### src/rtl/scan_master.sv
// Host-side scan chain initiator: serialises a 51-bit frame, loads it, strobes scan_id, captures and shifts back.
// Optional echo comparison of the captured command fields is enabled by SCAN_MASTER_ECHO_CHECK_EN.
`timescale 1ns/1ps
module scan_master #(
    parameter int PHASE_CYCLES = 2,
    parameter int GAP_CYCLES   = 1,
    parameter int LOAD_CYCLES  = 2,
    parameter int WAIT_CYCLES  = 16,
    parameter int MAX_RETRY    = 3
) (
    input  logic        clk,
    input  logic        rst_n,
    input  logic        cmd_valid,
    output logic        cmd_ready,
    input  logic        cmd_wen,
    input  logic        cmd_ren,
    input  logic [15:0] cmd_addr,
    input  logic [15:0] cmd_wdata,
    output logic        rsp_valid,
    input  logic        rsp_ready,
    output logic [15:0] rsp_rdata,
    output logic        rsp_timeout,
    output logic        rsp_mismatch,
    output logic        busy,
    output logic        scan_id,
    output logic        scan_phi,
    output logic        scan_phi_bar,
    output logic        scan_data_in,
    input  logic        scan_data_out,
    output logic        scan_load_chip,
    output logic        scan_load_chain
);
    localparam int CW = 16;
    localparam logic [CW-1:0] PHI_END     = CW'(PHASE_CYCLES);
    localparam logic [CW-1:0] BAR_START   = CW'(PHASE_CYCLES + GAP_CYCLES);
    localparam logic [CW-1:0] BAR_END     = CW'(2 * PHASE_CYCLES + GAP_CYCLES);
    localparam logic [CW-1:0] SAMPLE_AT   = CW'(2 * PHASE_CYCLES + GAP_CYCLES - 1);
    localparam logic [CW-1:0] CELL_LAST   = CW'(2 * (PHASE_CYCLES + GAP_CYCLES) - 1);
    localparam logic [CW-1:0] LOAD_HIGH   = CW'(LOAD_CYCLES);
    localparam logic [CW-1:0] LOAD_LAST   = CW'(LOAD_CYCLES + GAP_CYCLES - 1);
    localparam logic [CW-1:0] STROBE_LAST = CW'(LOAD_CYCLES - 1);
    localparam logic [CW-1:0] WAIT_LAST   = CW'(WAIT_CYCLES - 1);
    localparam logic [7:0]    RETRY_MAX   = 8'(MAX_RETRY);
    localparam logic [5:0]    LAST_BIT    = 6'd50;

    typedef enum logic [3:0] {
        S_IDLE, S_SHIFT_IN, S_LOAD, S_STROBE, S_WAIT,
        S_CAPTURE, S_SHIFT_OUT, S_CHECK, S_RESP
    } state_t;

    state_t        state, state_n;
    logic [CW-1:0] cyc_cnt, cyc_n;
    logic [5:0]    bit_cnt, bit_n;
    logic [7:0]    retry_cnt, retry_n;
    logic [50:0]   tx_sr, tx_n;
    logic [50:0]   shadow, shadow_n;
    logic [15:0]   rdata_n;
    logic          timeout_n;
    logic          cell_end, final_check, in_cell;
    logic          phi_n, bar_n, din_n, load_chip_n, load_chain_n, id_n;
`ifdef SCAN_MASTER_ECHO_CHECK_EN
    logic [33:0]   cmd_frame, cmd_n;
    logic          mismatch_q, mismatch_n;
    assign rsp_mismatch = mismatch_q;
`else
    assign rsp_mismatch = 1'b0;
`endif

    // Next-state, counters and the next value of every registered output.
    always_comb begin
        state_n     = state;
        cyc_n       = cyc_cnt;
        bit_n       = bit_cnt;
        retry_n     = retry_cnt;
        tx_n        = tx_sr;
        shadow_n    = shadow;
        rdata_n     = rsp_rdata;
        timeout_n   = rsp_timeout;
        final_check = 1'b0;
        cell_end    = (cyc_cnt == CELL_LAST);
`ifdef SCAN_MASTER_ECHO_CHECK_EN
        cmd_n       = cmd_frame;
        mismatch_n  = mismatch_q;
`endif
        case (state)
            S_IDLE: begin
                cyc_n   = '0;
                bit_n   = '0;
                retry_n = '0;
                if (cmd_valid) begin
                    tx_n      = {17'b0, cmd_wdata, cmd_addr, cmd_ren, cmd_wen};
                    timeout_n = 1'b0;
`ifdef SCAN_MASTER_ECHO_CHECK_EN
                    cmd_n      = {cmd_wdata, cmd_addr, cmd_ren, cmd_wen};
                    mismatch_n = 1'b0;
`endif
                    state_n = S_SHIFT_IN;
                end
            end
            S_SHIFT_IN: begin
                if (cell_end) begin
                    cyc_n = '0;
                    tx_n  = {tx_sr[49:0], 1'b0};
                    if (bit_cnt == LAST_BIT) begin
                        bit_n   = '0;
                        state_n = S_LOAD;
                    end else begin
                        bit_n = bit_cnt + 6'd1;
                    end
                end else begin
                    cyc_n = cyc_cnt + 1'b1;
                end
            end
            S_LOAD: begin
                if (cyc_cnt == LOAD_LAST) begin
                    cyc_n   = '0;
                    state_n = S_STROBE;
                end else begin
                    cyc_n = cyc_cnt + 1'b1;
                end
            end
            S_STROBE: begin
                if (cyc_cnt == STROBE_LAST) begin
                    cyc_n   = '0;
                    state_n = S_WAIT;
                end else begin
                    cyc_n = cyc_cnt + 1'b1;
                end
            end
            S_WAIT: begin
                if (cyc_cnt == WAIT_LAST) begin
                    cyc_n   = '0;
                    state_n = S_CAPTURE;
                end else begin
                    cyc_n = cyc_cnt + 1'b1;
                end
            end
            S_CAPTURE: begin
                if (cell_end) begin
                    cyc_n   = '0;
                    bit_n   = '0;
                    state_n = S_SHIFT_OUT;
                end else begin
                    cyc_n = cyc_cnt + 1'b1;
                end
            end
            S_SHIFT_OUT: begin
                // The chip advances its chain as phi_bar falls, so sample the old bit on that edge.
                if (cyc_cnt == SAMPLE_AT)
                    shadow_n = {shadow[49:0], scan_data_out};
                if (cell_end) begin
                    cyc_n = '0;
                    if (bit_cnt == LAST_BIT) begin
                        bit_n   = '0;
                        state_n = S_CHECK;
                    end else begin
                        bit_n = bit_cnt + 6'd1;
                    end
                end else begin
                    cyc_n = cyc_cnt + 1'b1;
                end
            end
            S_CHECK: begin
                if (shadow[50]) begin
                    final_check = 1'b1;
                    state_n     = S_RESP;
                end else if (retry_cnt < RETRY_MAX) begin
                    retry_n = retry_cnt + 8'd1;
                    cyc_n   = '0;
                    state_n = S_WAIT;
                end else begin
                    final_check = 1'b1;
                    timeout_n   = 1'b1;
                    state_n     = S_RESP;
                end
                if (final_check) begin
                    rdata_n = shadow[49:34];
`ifdef SCAN_MASTER_ECHO_CHECK_EN
                    mismatch_n = (shadow[33:0] != cmd_frame);
`endif
                end
            end
            S_RESP: begin
                if (rsp_ready)
                    state_n = S_IDLE;
            end
            default: state_n = S_IDLE;
        endcase

        in_cell      = (state_n == S_SHIFT_IN) || (state_n == S_CAPTURE) || (state_n == S_SHIFT_OUT);
        phi_n        = in_cell && (cyc_n < PHI_END);
        bar_n        = in_cell && (cyc_n >= BAR_START) && (cyc_n < BAR_END);
        din_n        = (state_n == S_SHIFT_IN) && tx_n[50];
        load_chip_n  = (state_n == S_LOAD) && (cyc_n < LOAD_HIGH);
        load_chain_n = (state_n == S_CAPTURE);
        id_n         = (state_n == S_STROBE);
    end

    // Registered state and outputs; reset drops every strobe and phase at once.
    always_ff @(posedge clk or negedge rst_n) begin
        if (!rst_n) begin
            state           <= S_IDLE;
            cyc_cnt         <= '0;
            bit_cnt         <= '0;
            retry_cnt       <= '0;
            tx_sr           <= '0;
            shadow          <= '0;
            cmd_ready       <= 1'b1;
            busy            <= 1'b0;
            rsp_valid       <= 1'b0;
            rsp_rdata       <= '0;
            rsp_timeout     <= 1'b0;
            scan_id         <= 1'b0;
            scan_phi        <= 1'b0;
            scan_phi_bar    <= 1'b0;
            scan_data_in    <= 1'b0;
            scan_load_chip  <= 1'b0;
            scan_load_chain <= 1'b0;
        end else begin
            state           <= state_n;
            cyc_cnt         <= cyc_n;
            bit_cnt         <= bit_n;
            retry_cnt       <= retry_n;
            tx_sr           <= tx_n;
            shadow          <= shadow_n;
            cmd_ready       <= (state_n == S_IDLE);
            busy            <= (state_n != S_IDLE);
            rsp_valid       <= (state_n == S_RESP);
            rsp_rdata       <= rdata_n;
            rsp_timeout     <= timeout_n;
            scan_id         <= id_n;
            scan_phi        <= phi_n;
            scan_phi_bar    <= bar_n;
            scan_data_in    <= din_n;
            scan_load_chip  <= load_chip_n;
            scan_load_chain <= load_chain_n;
        end
    end

`ifdef SCAN_MASTER_ECHO_CHECK_EN
    always_ff @(posedge clk or negedge rst_n) begin
        if (!rst_n) begin
            cmd_frame  <= '0;
            mismatch_q <= 1'b0;
        end else begin
            cmd_frame  <= cmd_n;
            mismatch_q <= mismatch_n;
        end
    end
`endif
endmodule

### config.mk
export PLATFORM = sky130hd
export DESIGN_NAME = scan_master
export DESIGN_NICKNAME = d
export VERILOG_FILES = /design/src/rtl/scan_master.sv
export SDC_FILE = /design/constraint.sdc
export NUM_CORES = 1
export LEC_CHECK = 0
export ABC_AREA = 0
export BUFFER_PORTS_ARGS = -buffer_cell sky130_fd_sc_hd__buf_2
export CAP_MARGIN = 20
export CORE_ASPECT_RATIO = 1.4
export CORE_UTILIZATION = 64
export CTS_CLUSTER_SIZE = 14
export DETAILED_ROUTE_END_ITERATION = 8
export HOLD_SLACK_MARGIN = 0.15
export PLACE_DENSITY = 0.85
export SLEW_MARGIN = 5
export SYNTH_ARGS = -nofsm -noshare
export SYNTH_HDL_FRONTEND = slang
export SYNTH_SLANG_ARGS = --single-unit
### constraint.sdc
create_clock -name clk -period 4.5 [get_ports clk]
set_input_delay 0.675 -clock clk [delete_from_list [all_inputs] [get_ports clk]]
set_output_delay 0.675 -clock clk [all_outputs]
set_load 0.01 [all_outputs]
==> run metrics, run 1 <==
outcome completed; Final setup viols 0; Critical Path AT 3650 ps; Hold Path Class in -> async; Worst Clk Skew 6.640 ps; Root Buffer clkbuf_16; first-pass GRT wire length 26.94 mm; Relative slew margins 37.67%; ANT nets after route 0; crit path kind reg -> reg; met2 routed WL 8.489 mm; share of Yosys cell area claimed by the top area cell type 54.79%; TritonCTS buffer count 17; reg-to-reg slack, setup 1130 ps; Port Buffers 64; crit-path max FO 21; largest net degree at the start of global routing 107; worst skew pair latency 420 ps; vias in the first global route 5554; flops & latches, synth 162; Tcrit/Tclk final 74.89%; clock-pin slew on the worst setup and hold paths 60 ps; cell taking the most area after synthesis dfrtp_1; Metal-1 WL 6.362 mm; Area Growth Syn to Fin 13.54%; htree depth 4; Hold Vio Cnt, Final 0; placer congestion estimate 0.9130; Ys Warns 0; Post-synth ARST share 100.0%; RSZ-0062 raised after global routing no; grt ovf 0; TNS Setup 0 ps; die area 0.01193 mm^2; Critical Path Sink Type flip-flop; row count 45; Filler cells 704; Final Slew Violations 0; worst-case clock buffer depth 2; Period minus WS final 3370 ps; FF-to-FF path depth 9; DPL Wire Length 10.45 mm; # resized after CTS 0; core footprint 0.01104 mm^2; PwrDens 492.9 mW/mm^2; # diodes 0; top sig layer met4; crit path launch type flip-flop; Reg-to-Reg Start retry_cnt[0]$_DFFE_PN0P_; CTS tree built; total global-route track usage 29.16%; Post-Synthesis Cells 676; Max rail drop VDD 378.6 uV; Total Power 4115 uW; number of synthesized flops with an enable pin 0; initial antenna violation count 0; Tightest Pin Transition 935.0 ps; DRC Markers 0; P_leak 0.004113 uW; fmax 296.7 MHz; final net count 774; WL met3 835 um; synthesized area per cell 10.88 um^2; Core Util, Final 75.66%; vias 5492; Die Height 128.8 um; Pre-antenna DRT Iters 7; Sink Count 162; IO Pins 66; Via density 6.234; CP required 4780 ps; layout cell share with drive strength beyond 1 27.03%; drt initial violations 418; Syn Nets 722; post-CTS setup buffer count 0; Distinct cells, synth 77; post-synthesis sequential area ratio 55.15%; reg2reg end scan_phi$_DFF_PN0_; Avg WL per Cell 18.45 um; Die X 92.59 um; final wirelength 16.25 mm; Synth Cell Area 0.007353 mm^2; top_reg_cell synth dfrtp_1; Hold-fix buffers, CTS 0; Initial Utilization 66.63%; main area contributors after synthesis dfrtp_1 (55%), mux2_2 (10%), nand2_1 (6.7%), a22oi_1 (3.4%), o21ai_0 (2.3%); total of max-cap violations 0
-- layer usage --
metal  vias to the layer above  global-route usage (%)
li1                       2503                       -
met1                      2752                   34.40
met2                       188                   50.46
met3                        49                   6.442
met4                         0                   14.06
met5                         -                       0
-- worst max-delay path by stage --
stage	from	to	depth (start not counted)
5_1_grt	retry_cnt[0]$_DFFE_PN0P_	scan_phi$_DFF_PN0_	9
4_1_cts	retry_cnt[0]$_DFFE_PN0P_	scan_phi$_DFF_PN0_	9
3_3_place_gp	retry_cnt[0]$_DFFE_PN0P_	scan_phi_bar$_DFF_PN0_	9
2_1_floorplan	retry_cnt[0]$_DFFE_PN0P_	scan_phi$_DFF_PN0_	9
6_report	retry_cnt[0]$_DFFE_PN0P_	scan_phi$_DFF_PN0_	9
3_5_place_dp	retry_cnt[0]$_DFFE_PN0P_	scan_phi$_DFF_PN0_	9
-- logic make-up after synthesis --
group	share of synthesized area, %
AND/OR/NAND/NOR	16.20
flip-flops	55.15
AO/OA/AOI/OAI	12.97
multiplexers	10.69
buffers and inverters	3.403
adder cells (fa/ha/maj)	1.191
XOR/XNOR	0.3574
other	0.05100
-- flip-flops by register name, indices dropped and copies added, names as in the netlist, 4 cells and up --
register   flops
bit_cnt        6
shadow        51
tx_sr         51
rsp_rdata     16
retry_cnt      8
cyc_cnt       16
state          4
-- worst max-delay path: stages, from the launching register on --
cell and delay [ps]:
dfrtp_1 400, ha_1 210, nor3_1 340, a31oi_2 130, buf_4 230, or2_1 460
nor4_2 470, o2bb2ai_1 170, or3_4 430, a2111oi_1 400
-- report_power, final --
part | switching [uW] | internal [uW] | total [uW]
Clock | 587 | 865 | 1450
Sequential | 193 | 1700 | 1890
Combinational | 481 | 288 | 769
Total | 1260 | 2850 | 4120
-- synthesized netlist by cell type (9+ instances only) --
cell type and count:
dfrtp_1 161, inv_1 13, o31ai_1 9, mux2_2 68
nor3_1 9, a22oi_1 33, a21oi_1 14, nor2b_1 9
o21ai_0 34, o21ai_1 10, clkbuf_1 26, nand3_1 15
nor2_1 26, nand2_1 132
-- placed cells by master (no fill, tap or decap), types with 3 or more instances in the layout --
master | netlist | routed
inv_1 | 13 | 13
nor2b_1 | 9 | 9
nand3_1 | 15 | 15
o21ai_0 | 34 | 34
nor2_1 | 26 | 25
o31ai_1 | 9 | 9
clkbuf_16 | 0 | 17
a32o_1 | 3 | 3
a22oi_1 | 33 | 33
a21oi_1 | 14 | 14
nor4_2 | 3 | 3
clkbuf_8 | 0 | 3
buf_2 | 2 | 63
nor4_1 | 4 | 4
nand2b_1 | 3 | 3
buf_4 | 4 | 7
mux2_2 | 68 | 68
ha_1 | 7 | 7
o41ai_1 | 3 | 3
and3_1 | 7 | 7
o22ai_1 | 3 | 3
clkinvlp_4 | 0 | 5
o21ai_1 | 10 | 10
dfrtp_1 | 161 | 161
or2_1 | 3 | 3
nand4_1 | 3 | 3
or4_1 | 3 | 3
nand2_1 | 132 | 132
nor3_1 | 9 | 9
-- through the flow --
step | hold slack (ps) | std cells | cell area (um^2) | worst slack [ps]
finish | 370.6 | 881 | 8349 | 1130
floorplan | 379.4 | 676 | 7353 | 1891
global route | 450.1 | 881 | 8349 | 812.5
global placement | 459.2 | 849 | 7725 | 1400
detailed placement | 464.2 | 850 | 7752 | 1205
CTS | 416.0 | 881 | 8349 | 1149
-- area by class of cell --
type                       count  area, um^2  share of cell area, %
timing repair buffer          72       406.6                  4.870
sequential                   162        4055                  48.57
multi-input combinational    460        3058                  36.63
tap                          141       176.4                  2.113
inverter                      15       56.30                 0.6744
clock inverter                10       126.4                  1.514
clock buffer                  21       470.5                  5.635
Power figures use the tool's default switching activity.
==> inputs of run 2 (changes only) <==
ABC_AREA = 1   (was 0)
CORE_UTILIZATION = 53   (was 64)
PLACE_DENSITY = 0.75   (was 0.85)
clock period = 3 ns   (was 4.5 ns; I/O delays follow)
==> run metrics, run 2 <==
outcome completed; Tightest Pin Transition 882.1 ps (-52.89 ps); Tcrit/Tclk final 78.46% (+3.6 points); die area 0.01372 mm^2 (+15%); largest net degree at the start of global routing 81 (-24%); Filler cells 1031 (+46%); core footprint 0.01287 mm^2 (+17%); TNS Setup 0 ps (unchanged); Die Height 138.2 um (+7.3%); post-synthesis sequential area ratio 57.75% (+2.6 points); Root Buffer clkbuf_16; Post-Synthesis Cells 780 (+15%); Comb pwr share 19.4% (+0.7 points); Sw Ratio 30.47% (-0.18 points); fmax 424.8 MHz (+43%); IO Pins 66 (unchanged); CTS tree built; TritonCTS buffer count 17 (unchanged); total global-route track usage 21.49% (-7.7 points); Final setup viols 0 (unchanged); met2 routed WL 6.665 mm (-21%); switching power 1827 uW (+45%); DPL Wire Length 9.171 mm (-12%); Hold Path Class in -> reg; Critical Path Sink Type flip-flop; Core Util, Final 62.50% (-13 points); top sig layer met4; ANT nets after route 0 (unchanged); clock-pin slew on the worst setup and hold paths 60 ps (about the same); Die X 99.28 um (+7.2%); most common cell after layout, fill and taps aside nand2_1; worst skew pair latency 430 ps (about the same); worst-case clock buffer depth 2 (unchanged); Post-synth ARST share 100.0% (unchanged); crit path kind reg -> reg; commonest non-fill, non-tap cells in the layout nand2_1 (182), dfrtp_1 (161), inv_1 (97), nor2_1 (74), buf_2 (63); P_leak 0.003990 uW (-3.0%); vias 5334 (-2.9%); Worst Clk Skew 10.27 ps (+3.627 ps); Metal-1 WL 6.011 mm (-5.5%); placer congestion estimate 0.8616 (-5.6%); vias in the first global route 5303 (-4.5%); Via density 5.297 (-15%); flops & latches, synth 162 (unchanged); CP required 3360 ps (-1420 ps); Area Growth Syn to Fin 14.59%; Port Buffers 64 (unchanged); final wirelength 13.57 mm (-16%); DRC Markers 0 (unchanged); cell taking the most area after synthesis dfrtp_1; top-count cell post-synth nand2_1; Critical Path AT 2710 ps (-940 ps); crit-path max FO 31 (+48%); Ys Warns 0 (unchanged); Distinct cells, synth 41 (-47%); Period minus WS final 2354 ps (-1016 ps); row count 49 (+8.9%); final net count 889 (+15%); share of Yosys cell area claimed by the top area cell type 57.38% (+2.6 points); first-pass GRT wire length 23.41 mm (-13%); Final Slew Violations 0 (unchanged); top cells by count, synth nand2_1 (182), dfrtp_1 (161), inv_1 (97); Sequential Power Share 46.7% (+0.7 points); Max rail drop VDD 375.5 uV (-0.81%); total of max-cap violations 0 (unchanged); Avg WL per Cell 13.48 um (-27%); crit path launch type flip-flop; largest registers shadow: 51 flops, tx_sr: 51 flops; Initial Utilization 54.54% (-12 points); Relative slew margins 41.13% (+3.5 points); top_reg_cell synth dfrtp_1; drt initial violations 294 (-30%); main area contributors after synthesis dfrtp_1 (57%), nand2_1 (9.7%), inv_1 (5.2%), nor2_1 (4.0%), o21ai_0 (4.0%); Hold Vio Cnt, Final 0 (unchanged); initial antenna violation count 0 (unchanged); Synth Cell Area 0.007022 mm^2 (-4.5%); Sink Count 162 (unchanged); htree depth 4 (unchanged); synthesized area per cell 9.002 um^2 (-17%); layout cell share with drive strength beyond 1 14.52% (-13 points); post-CTS setup buffer count 0 (unchanged); Pre-antenna DRT Iters 5 (-2); WL met3 629 um (-25%); PwrDens 745.3 mW/mm^2 (+51%); Syn Nets 826 (+14%); grt ovf 0 (unchanged); Internal 4170 uW (+46%); Clock Power Share 33.9% (-1.4 points); RSZ-0062 raised after global routing no; # diodes 0 (unchanged); number of synthesized flops with an enable pin 0 (unchanged)
## run 2: cell types whose count changed after synthesis, moves of 10 or more
cell,delta
nand2_1,+50
nor2_1,+49
nand3_1,+14
a21oi_1,+10
o21ai_0,+22
o22ai_1,+13
mux2_2,-68
inv_1,+84
## run 2: stage by stage
stage	cells	hold WS, ps	area [um^2]	total power (uW)	setup WS, ps
final	1007	243.0	8046	5997	646.1
after global routing	1007	249.3	8046	6347	375.4
after CTS	1007	237.3	8046	6046	636.2
after detailed placement	976	429.8	7486	3989	673.5
after global placement	976	426.3	7486	3908	729.4
after floorplan	780	154.4	7022	3670	1024
## run 2: final timing paths
kind,startpoint,end,slack [ps],cells past startpoint
max,cyc_cnt[1]$_DFF_PN0_,tx_sr[4]$_DFFE_PN0P_,650,12
min,cmd_wdata[9],tx_sr[27]$_DFFE_PN0P_,240,3
max reg2reg,cyc_cnt[1]$_DFF_PN0_,tx_sr[4]$_DFFE_PN0P_,650,12
min reg2reg,tx_sr[21]$_DFFE_PN0P_,tx_sr[21]$_DFFE_PN0P_,470,2
max in group asynchronous,rst_n,shadow[9]$_DFFE_PN0P_,1670,3
min in group asynchronous,rst_n,cyc_cnt[9]$_DFF_PN0_,540,2
## run 2: timing repair
item,4_1_cts,5_1_grt
resized for setup,0,0
hold buffers,1,0
hold endpoints to repair,51,0
## run 2: cells by family (layout without fill, tap and decap cells)
kind of cell             after synthesis  in the layout  share of synthesized area [%]
AND/OR/NAND/NOR                      318            318                          19.24
adder cells (fa/ha/maj)                7              7                          1.247
XOR/XNOR                              14             14                          1.746
buffers and inverters                129            203                          7.306
multiplexers                           1              1                         0.1426
flip-flops                           162            162                          57.75
other                                  1              1                        0.05341
AO/OA/AOI/OAI                        148            148                          12.51
## run 2: cell type report
cell class                      instances  area, um^2  share of cell area (%)
Multi-Input combinational cell        489        2461                   30.59
Clock inverter                         11       107.6                   1.337
Tap cell                              153       191.4                   2.379
Timing Repair Buffer                   74       416.7                   5.178
Sequential cell                       162        4055                   50.40
Inverter                               99       371.6                   4.618
Clock buffer                           19       442.9                   5.505
## run 2: layer usage
| metal | global-route usage, % | vias to the layer above |
|---|---|---|
| met2 | 35.82 | 118 |
| met1 | 26.71 | 2570 |
| met5 | 0 | - |
| met3 | 5.258 | 18 |
| li1 | - | 2628 |
| met4 | 8.824 | 0 |
## run 2: power groups by stage
stage | combinational, uW | sequential, uW | clock, uW
4_1_cts | 1170 | 2800 | 2070
5_1_grt | 1350 | 2850 | 2150
3_5_place_dp | 1160 | 2830 | 0
3_3_place_gp | 1090 | 2810 | 0
6_report | 1160 | 2800 | 2030
2_1_floorplan | 888 | 2780 | 0
## run 2: critical path, stage by stage (launching register included)
cell	delay [ps]
dfrtp_1	420
inv_1	80
ha_1	190
nand3_1	100
nor2_2	60
nand2_4	110
nor2_2	50
clkinv_1	40
buf_4	200
nand2_1	90
inv_1	650
nand2_1	150
nand2_1	120
==> inputs of run 3 (changes only) <==
CORE_UTILIZATION = 59   (was 53)
PLACE_DENSITY = 0.79   (was 0.75)
clock period = 2.3 ns   (was 3 ns; I/O delays follow)
==> run metrics, run 3 (synthesis gave the netlist of run 2 again) <==
Critical Path Sink Type flip-flop; grt ovf 0 (unchanged); largest net degree at the start of global routing 103 (+27%); Filler cells 847 (-18%); TritonCTS buffer count 17 (unchanged); sequential cell area 0.004058 mm^2 (about the same); Die X 94.20 um (-5.1%); Pre-antenna DRT Iters 7 (+2); DP Area 0.007515 mm^2 (+0.38%); ANT nets after route 0 (unchanged); Port Buffers 64 (unchanged); Root Buffer clkbuf_16; worst-case clock buffer depth 2 (unchanged); core footprint 0.01145 mm^2 (-11%); worst slack at placement 136.0 ps (-537.5 ps); Tcrit/Tclk final 94.86% (+16 points); Sink Count 162 (unchanged); crit path kind reg -> reg; met2 routed WL 7.522 mm (+13%); reg2reg end scan_load_chip$_DFF_PN0_; initial antenna violation count 0 (unchanged); vias in the first global route 5223 (-1.5%); reg-to-reg slack, setup 120 ps (-530 ps); Hold Path Class in -> reg; vias 5430 (+1.8%); fmax 458.3 MHz (+7.9%); Relative slew margins 47.86% (+6.7 points); Metal-1 WL 6.107 mm (+1.6%); WL met3 563 um (-10%); Hold Vio Cnt, Final 0 (unchanged); Die Height 131.1 um (-5.1%); CP required 2650 ps (-710 ps); Final setup viols 0 (unchanged); setup ws final 118.1 ps (-528.0 ps); # diodes 0 (unchanged); Avg WL per Cell 14.23 um (+5.6%); Final Slew Violations 0 (unchanged); drt initial violations 295 (+0.34%); Critical Path AT 2530 ps (-180 ps); PwrDens 964.2 mW/mm^2 (+29%); worst skew pair latency 420 ps (about the same); DRC Markers 0 (unchanged); Multi-input gate area 0.002535 mm^2 (+3.0%); final net count 898 (+1.0%); top sig layer met4; cell area after layout 0.008200 mm^2 (+1.9%); total global-route track usage 24.09% (+2.6 points); Reg-to-Reg Start cyc_cnt[1]$_DFF_PN0_; CTS tree built; Worst Hold Path Cells 3 (unchanged); largest registers shadow: 51 flops, tx_sr: 51 flops; final wirelength 14.36 mm (+5.8%); Period minus WS final 2182 ps (-172.0 ps); htree depth 4 (unchanged); Via density 5.382 (+1.6%); P_leak 0.004057 uW (+1.7%); Hold Path End tx_sr[19]$_DFFE_PN0P_; total of max-cap violations 0 (unchanged); crit-path max FO 7 (-77%); commonest non-fill, non-tap cells in the layout nand2_1 (179), dfrtp_1 (159), inv_1 (95), nor2_1 (69), buf_2 (63); most common cell after layout, fill and taps aside nand2_1; first-pass GRT wire length 22.94 mm (-2.0%); DPL Wire Length 9.387 mm (+2.4%); IO Pins 66 (unchanged); Initial Utilization 61.31% (+6.8 points); outcome completed; row count 46 (-6.1%); die area 0.01235 mm^2 (-10%); Max rail drop VDD 507.7 uV (+35%); Worst Clk Skew 9.816 ps (-0.4508 ps); HP Start cmd_wdata[1]; Area Growth Syn to Fin 16.79%; crit path launch type flip-flop; layout cell share with drive strength beyond 1 17.46% (+2.9 points); clock-pin slew on the worst setup and hold paths 70 ps (about the same); Tightest Pin Transition 772.1 ps (-110.0 ps); placer congestion estimate 0.9418 (+9.3%); FF-to-FF path depth 14 (+2)
## run 3: what timing repair did
item,4_1_cts,5_1_grt
hold endpoints to repair,48,0
buffers inserted,0,4
hold buffers,3,0
resized for setup,0,21
setup endpoints to repair,0,3
## run 3: how the worst max path moves through the flow
stage / from / to / slack (ps) / depth (start not counted)
finish: cyc_cnt[1]$_DFF_PN0_ / scan_load_chip$_DFF_PN0_ / 120 / 14
global route: cyc_cnt[1]$_DFF_PN0_ / scan_load_chip$_DFF_PN0_ / -40 / 14
CTS: cyc_cnt[1]$_DFF_PN0_ / scan_load_chip$_DFF_PN0_ / 120 / 14
detailed placement: cyc_cnt[1]$_DFF_PN0_ / scan_load_chip$_DFF_PN0_ / 140 / 14
global placement: cyc_cnt[1]$_DFF_PN0_ / scan_load_chip$_DFF_PN0_ / 220 / 14
floorplan: cyc_cnt[1]$_DFF_PN0_ / tx_sr[39]$_DFFE_PN0P_ / 320 / 11
## run 3: through the flow
| stage | hold slack [ps] | util, % | TNS [ps] | instances | power [uW] |
|---|---|---|---|---|---|
| 2_1_floorplan | 49.41 | - | 0 | 780 | 4787 |
| 3_3_place_gp | 307.4 | 65.61 | 0 | 969 | 5127 |
| 3_5_place_dp | 308.4 | 65.61 | 0 | 969 | 5235 |
| 4_1_cts | 150.9 | 70.67 | 0 | 1004 | 7882 |
| 5_1_grt | 154.7 | 71.60 | -44.29 | 1009 | 8376 |
| 6_report | 158.1 | 71.60 | 0 | 1009 | 7907 |
## run 3: critical path, stage by stage, from the launching register on
cell and delay (ps):
dfrtp_1 430, inv_2 80, ha_1 160, nand3_1 90
nor2_2 130, nand2_4 100, nand2_4 80, nand2_4 90
nor2_4 270, o21ai_2 100, nor2_1 100, nand2_1 110
nor2_4 160, nand3_2 90, nor2_1 100
## run 3: routing by layer
layer / track usage (%) / vias up
li1: - / 2663
met1: 29.66 / 2631
met2: 41.47 / 120
met3: 5.306 / 16
met4: 8.959 / 0
met5: 0 / -
## run 3: area by class of cell
class / instances / area share (%)
tap: 144 / 2.197
timing repair buffer: 82 / 6.179
clock buffer: 18 / 5.233
inverter: 99 / 4.532
clock inverter: 14 / 1.465
multi-input combinational: 490 / 30.91
sequential: 162 / 49.48
## run 3: power breakdown
part	total [uW]	switching, uW	internal, uW
Combinational	1610	1010	600
Clock	2620	1200	1420
Sequential	3680	302	3370
